**src/rtl/memory_operand_fetch.sv**
```systemverilog
// Operand fetch stage: loads up to two memory source operands over a req/ack
// read port, then hands the completed bundle to execute via a valid/ready register.
module memory_operand_fetch #(
  parameter int DATA_W  = 64,
  parameter int ADDR_W  = 64,
  parameter int TIMEOUT = 255
) (
  input  logic              clk,
  input  logic              reset,
  input  logic              inValid,
  output logic              inReady,
  input  logic              isMemoryAccessSrc1In,
  input  logic              isMemoryAccessSrc2In,
  input  logic [ADDR_W-1:0] memoryAddressSrc1In,
  input  logic [ADDR_W-1:0] memoryAddressSrc2In,
  input  logic [DATA_W-1:0] operand1ValIn,
  input  logic [DATA_W-1:0] operand2ValIn,
  input  logic [7:0]        opcodeIn,
  input  logic [3:0]        destRegIn,
  output logic              memReqValid,
  output logic [ADDR_W-1:0] memReqAddr,
  input  logic              memReqReady,
  input  logic              memRespValid,
  input  logic [DATA_W-1:0] memRespData,
  output logic              outValid,
  input  logic              outReady,
  output logic [DATA_W-1:0] operand1ValOut,
  output logic [DATA_W-1:0] operand2ValOut,
  output logic [7:0]        opcodeOut,
  output logic [3:0]        destRegOut,
  output logic              busErrorOut,
  output logic [2:0]        fsm_state
);

  // Handshakes: a transfer happens on a rising edge where valid and ready are
  // both 1; a valid side holds its payload stable until that edge.
  typedef enum logic [2:0] {
    IDLE  = 3'd0,
    REQ1  = 3'd1,
    WAIT1 = 3'd2,
    REQ2  = 3'd3,
    WAIT2 = 3'd4,
    OUT   = 3'd5
  } state_t;

  localparam logic [7:0] LAST_WAIT = 8'(TIMEOUT - 1);

  state_t              state, state_next;
  logic                mem1, mem2;
  logic [ADDR_W-1:0]   addr1, addr2;
  logic [DATA_W-1:0]   op1, op2;
  logic [7:0]          opcode;
  logic [3:0]          dest;
  logic [7:0]          wait_cnt;
  logic                bus_error;
  logic                timed_out;

  assign timed_out = (wait_cnt == LAST_WAIT);

  always_comb begin
    state_next = state;
    case (state)
      IDLE:  if (inValid) begin
               if (isMemoryAccessSrc1In)      state_next = REQ1;
               else if (isMemoryAccessSrc2In) state_next = REQ2;
               else                           state_next = OUT;
             end
      REQ1:  if (memReqReady) state_next = WAIT1;
      WAIT1: if (memRespValid || timed_out) state_next = mem2 ? REQ2 : OUT;
      REQ2:  if (memReqReady) state_next = WAIT2;
      WAIT2: if (memRespValid || timed_out) state_next = OUT;
      OUT:   if (outReady) state_next = IDLE;
      default: state_next = IDLE;
    endcase
  end

  always_ff @(posedge clk) begin
    if (!reset) begin
      state     <= IDLE;
      mem1      <= 1'b0;
      mem2      <= 1'b0;
      addr1     <= '0;
      addr2     <= '0;
      op1       <= '0;
      op2       <= '0;
      opcode    <= '0;
      dest      <= '0;
      wait_cnt  <= '0;
      bus_error <= 1'b0;
    end else begin
      state <= state_next;
      case (state)
        IDLE: if (inValid) begin
          mem1   <= isMemoryAccessSrc1In;
          mem2   <= isMemoryAccessSrc2In;
          addr1  <= memoryAddressSrc1In;
          addr2  <= memoryAddressSrc2In;
          op1    <= operand1ValIn;
          op2    <= operand2ValIn;
          opcode <= opcodeIn;
          dest   <= destRegIn;
        end
        REQ1, REQ2: if (memReqReady) wait_cnt <= '0;
        // A timeout keeps the register value and moves on as if answered.
        WAIT1: begin
          if (memRespValid)   op1       <= memRespData;
          else if (timed_out) bus_error <= 1'b1;
          else                wait_cnt  <= wait_cnt + 8'd1;
        end
        WAIT2: begin
          if (memRespValid)   op2       <= memRespData;
          else if (timed_out) bus_error <= 1'b1;
          else                wait_cnt  <= wait_cnt + 8'd1;
        end
        default: ;
      endcase
    end
  end

  assign inReady        = (state == IDLE) && reset;
  assign memReqValid    = (state == REQ1) || (state == REQ2);
  assign memReqAddr     = (state == REQ2) ? addr2 : addr1;
  assign outValid       = (state == OUT);
  assign operand1ValOut = op1;
  assign operand2ValOut = op2;
  assign opcodeOut      = opcode;
  assign destRegOut     = dest;
  assign busErrorOut    = bus_error;
  assign fsm_state      = state;

endmodule

```
**config.mk**
```make
export PLATFORM = sky130hd
export DESIGN_NAME = memory_operand_fetch
export DESIGN_NICKNAME = d
export VERILOG_FILES = /design/src/rtl/memory_operand_fetch.sv
export SDC_FILE = /design/constraint.sdc
export NUM_CORES = 1
export LEC_CHECK = 0
export CAP_MARGIN = 5
export CORE_AREA = 2 2 212 214
export CTS_CLUSTER_SIZE = 14
export DETAILED_ROUTE_END_ITERATION = 10
export DIE_AREA = 0 0 214 216
export SYNTH_ARGS = -nofsm -noshare
export SYNTH_HDL_FRONTEND = slang
export SYNTH_SLANG_ARGS = --single-unit
export TNS_END_PERCENT = 30
```
**constraint.sdc**
```tcl
create_clock -name clk -period 4 [get_ports clk]
set_input_delay 0.8 -clock clk [delete_from_list [all_inputs] [get_ports clk]]
set_output_delay 0.8 -clock clk [all_outputs]
set_load 0.02 [all_outputs]
```
# After elaboration in Yosys (flattened, before gate mapping)
# Cells that the tools add are included.
# op_classes
eq_ne,17
mux,20
reduce_logical,15
div,0
shifts,0
mul,0
n_addsub,1
n_lt_le_gt_ge,0
bitwise_logic,1
# ops
op,n
$mux 64,4
$pmux 64 s2,2
$mux 3,9
$mux 8,3
$ne 2x2->1 const B,10
$pmux 3 s6,1
$pmux 8 s2,1
$reduce_and 3->1,3
$add 8x1->8 const B,1
$eq 8x8->1 const B,1
$eq 3x2->1 const B,2
$eq 3x3->1 const B,2
$reduce_and 6->1,1
$reduce_bool 2->1,3
$reduce_and 4->1,1
$reduce_or 2->1,2
$eq 3x1->1 const B,1
$logic_not 3->1,1
$logic_or 1x1->1,2
$ne 2x1->1 const B,1
$reduce_and 2->1,1
$logic_and 1x1->1,1
$not 1->1,1
# word_totals
mem_bits_ro,0
ramBits,0
reg_bits,281
input_bits,340
wordCells,64
memories,0
latchBits,0
output_inout_bits,211

# Longest topological paths before layout
# logic_depth
ltp_word,4
depth_mapped,8
mapped_depth_nobuf,6

# Worst setup path after synthesis
# OpenSTA, ideal clock, no wires.
# synth_path
path_type,flip-flop to output port
from,"register state[0], in the netlist fsm_state[0]"
to,output memReqAddr[10]
slack_ns,1.306
required_time_ns,3.200
t_arrival_ns,1.894
path_stages_with_launch,6
n_path_buf,2
cell_sequence,dfxtp_1 > buf_4 > nor2b_1 > nand2_1 > buf_2 > mux2_2
# synth_via
elab_chain_cells,2
# synth_rtl
element,line_no,rtl
start: declaration,48,"state_t state, state_next;"
start signal: assignment,91,state <= state_next;
$eq 3x2->1,122,assign memReqAddr = (state == REQ2) ? addr2 : addr1;
$mux 64,122,
end: declaration,21,"output logic [ADDR_W-1:0] memReqAddr,"
# Every way passes these cells.

# Worst setup path after layout
# layout_path
from,"register state[2], in the netlist fsm_state[2]"
to,output memReqAddr[10]
# The elaborated chain is that of the path after synthesis.

==> results.md <==
- Status: complete, no violations
- Syn_nets: 1691
- Crit. End Element: output port
- Vias per Instance: 4.684
- Num CTS Buffers: 35
- Post-CTS setup buffers: 0
- Reg2Reg Depth: 5
- RSZ-0062 raised after global routing: no
- Number of setup violations in the final report: 0
- Yosys warns: 0
- Total GRT Usage: 19.73%
- # fillers: 4312
- Layout cells sized above 1: 9.984%
- Clock power share: 22.8%
- # H-tree levels: 2
- # DRC: 0
- Chip height: 216 um
- Pwr dens: 716.6 mW/mm2
- Post-synthesis sequential area ratio: 46.36%
- Gr ovfl total: 0
- Switch Pwr: 5.428 mW
- Yosys cell types: 43
- Most frequent cells in the layout: 550 x clkdlybuf4s50_1, 288 x nand2_1, 281 x dfxtp_1
- Starting density of the core: 27.68%
- Max Clk Rate: 268.6 MHz
- FF/Latch Area: 0.005625 mm2
- FF+latch count, synth: 281
- I/O pins: 551
- Logic pwr share: 47.3%
- CP arrival: 2.92 ns
- Clock Skew: 0.01454 ns
- Die area: 0.04622 mm2
- Post-Syn Area: 0.01214 mm2
- Critical Path Fanout Max: 25
- Core Rows: 77
- Worst slew pin tran: 0.7905 ns
- Iter 0 DRT Violations: 706
- TNS Setup: 0 ns
- Core area: 0.04384 mm2
- Pint: 8.441 mW
- Crit path kind: flop to output port
- Slew Viols, Final: 0
- Final hold violation count: 0
- VDD IR max: 0.5220 mV
- Hold-fix buffers at CTS: 0
- Hold depth: 2
- Initial antenna violation count: 11
- Post-DP HPWL: 34880 um
- Relative slew slack: 47.30%
- First-pass GRT wire length: 70090 um
- Synthesis-to-layout area growth: 59.48%
- Crit path max-delay cell type: dfxtp_1
- Highest Signal Layer: met5
- Routed wl met3: 3972 um
- Clock Path Buffers: 3
- Number of max-cap violations: 0
- Hold crit path type: flop to flop
- Flop pwr share: 29.9%
- Post-synth EDFFs: 0
- Die X: 214 um
- Asr flop ratio synth: 0%
- Avg WL per Cell: 19.22 um
- Final layout net count: 2191
- Syn_area_per_cell: 8.996 um2
- Largest net degree at the start of global routing: 142
- TritonCTS clock tree: yes
- Most common cell after layout, fill and taps aside: clkdlybuf4s50_1
- P_leak: 6.896 nW
- GP Congestion: 0.9103
- Worst hold margin: 0.4518 ns
- Cell Chain, Critical Path: nor2b_1, nand2_4, buf_12, mux2_2, clkdlybuf4s50_1
- Multi-input logic area: 0.005961 mm2
- M1 wire length: 18380 um
- CP peak stage delay: 0.67 ns
- Number of I/O port buffers: 550
- # clock sinks: 281
- Gate Count Post-Synth: 1349
- Routed wire length: 47440 um
- Sw Share: 39.14%
- DR WL met2: 23230 um
- Vias in the first global route: 11530
- Tcrit/Tclk final: 93.06%
- Worst path required time: 3.20 ns
- Vias post-DR: 11560
- CTS clock-pin slew for the worst setup and hold paths: 0.06 ns
- Root buffer cell: clkbuf_16
- ANT nets after route: 0
- Skew-Pair Late Insertion Delay: 0.52 ns
- Most common flop cell mapped by yosys: dfxtp_1
- CP startpoint kind: flop
- Minimum clock period: 3.722 ns
- Pre-Repair DR Iteration Count: 5
==> flip-flops by register name (all words and copies together), names as in the netlist <==
register        count
addr1              64
addr2              64
operand1ValOut     64
operand2ValOut     64
opcodeOut           8
wait_cnt            8
destRegOut          4
fsm_state           3
busErrorOut         1
mem2                1
==> final timing paths <==
kind         slack, ns            endpoint         start
max               0.28      memReqAddr[10]  fsm_state[2]
min reg2reg       0.45        opcodeOut[0]  opcodeOut[0]
min               0.45        opcodeOut[0]  opcodeOut[0]
max reg2reg       1.70  operand2ValOut[54]  fsm_state[2]
==> power groups by stage <==
stage	clock [mW]	combinational, mW	sequential [mW]
2_1_floorplan	0	3.29	4.76
3_5_place_dp	0	6.62	4.19
3_3_place_gp	0	6.53	4.18
4_1_cts	3.25	6.63	4.15
5_1_grt	3.36	7.04	4.25
6_report	3.16	6.57	4.14
==> timing repair <==
action | 4_1_cts | 5_1_grt
endpoints found under the hold margin | 0 | 0
setup endpoints to repair | 0 | 52
gates resized for setup | 0 | 1
==> worst max-delay path: cells and delay by family, from the launching register on <==
family | cells | cell delay [ns]
multiplexers | 1 | 0.36
buffers and inverters | 2 | 0.79
AND/OR/NAND/NOR | 2 | 0.55
flip-flops | 1 | 0.67
==> routing by layer <==
metal / global-route usage, % / vias up
met1: 21.57 / 5340
met4: 9.021 / 16
met3: 6.920 / 94
met2: 34.31 / 424
li1: - / 5687
met5: 0 / -
==> cells in the mapped netlist, types with 4 or more instances <==
library cell,n,area (um2)
a211oi_1,99,743.2
a211oi_2,30,375.4
a21o_1,4,30.03
a21oi_1,146,730.7
and2_1,4,25.02
buf_2,47,235.2
buf_4,12,90.09
clkbuf_1,48,180.2
dfxtp_1,281,5625
inv_1,8,30.03
mux2_2,64,720.7
mux2i_1,132,1321
nand2_1,290,1089
nand3_1,4,20.02
nor2_1,133,499.2
o21ai_0,5,25.02
==> per-stage QoR <==
step	power (mW)	area (um2)	instances	setup WS [ns]	util, %
after floorplan	8.049	12140	1349	1.306	-
final	13.87	19350	2468	0.2776	44.15
after global routing	14.66	19350	2468	0.1056	44.15
after global placement	10.71	18200	2404	0.7129	41.51
after detailed placement	10.81	18200	2404	0.5707	41.51
after CTS	14.03	19340	2465	0.008425	44.12
==> kinds of logic (layout without fill, tap and decap cells) <==
kind of cell    after synthesis  count (layout)  share of synthesized area [%]
buf+inv                     121             645                          4.877
xor+xnor                      1               1                        0.07219
mux                         196             196                          16.83
simple gates                447             447                          14.55
compound gates              301             301                          17.12
flops                       281             281                          46.36
other cells                   0               3                              0
fa+ha+maj                     2               2                         0.2062
==> cell type report <==
cell class | count | area share, %
multi-input combinational | 947 | 30.80
timing repair buffer | 576 | 30.17
sequential | 281 | 29.07
clock buffer | 51 | 5.469
tap | 592 | 3.827
clock inverter | 10 | 0.4396
inverter | 8 | 0.1939
antenna | 3 | 0.03879
Note: power is estimated with default switching activity, not from simulation.
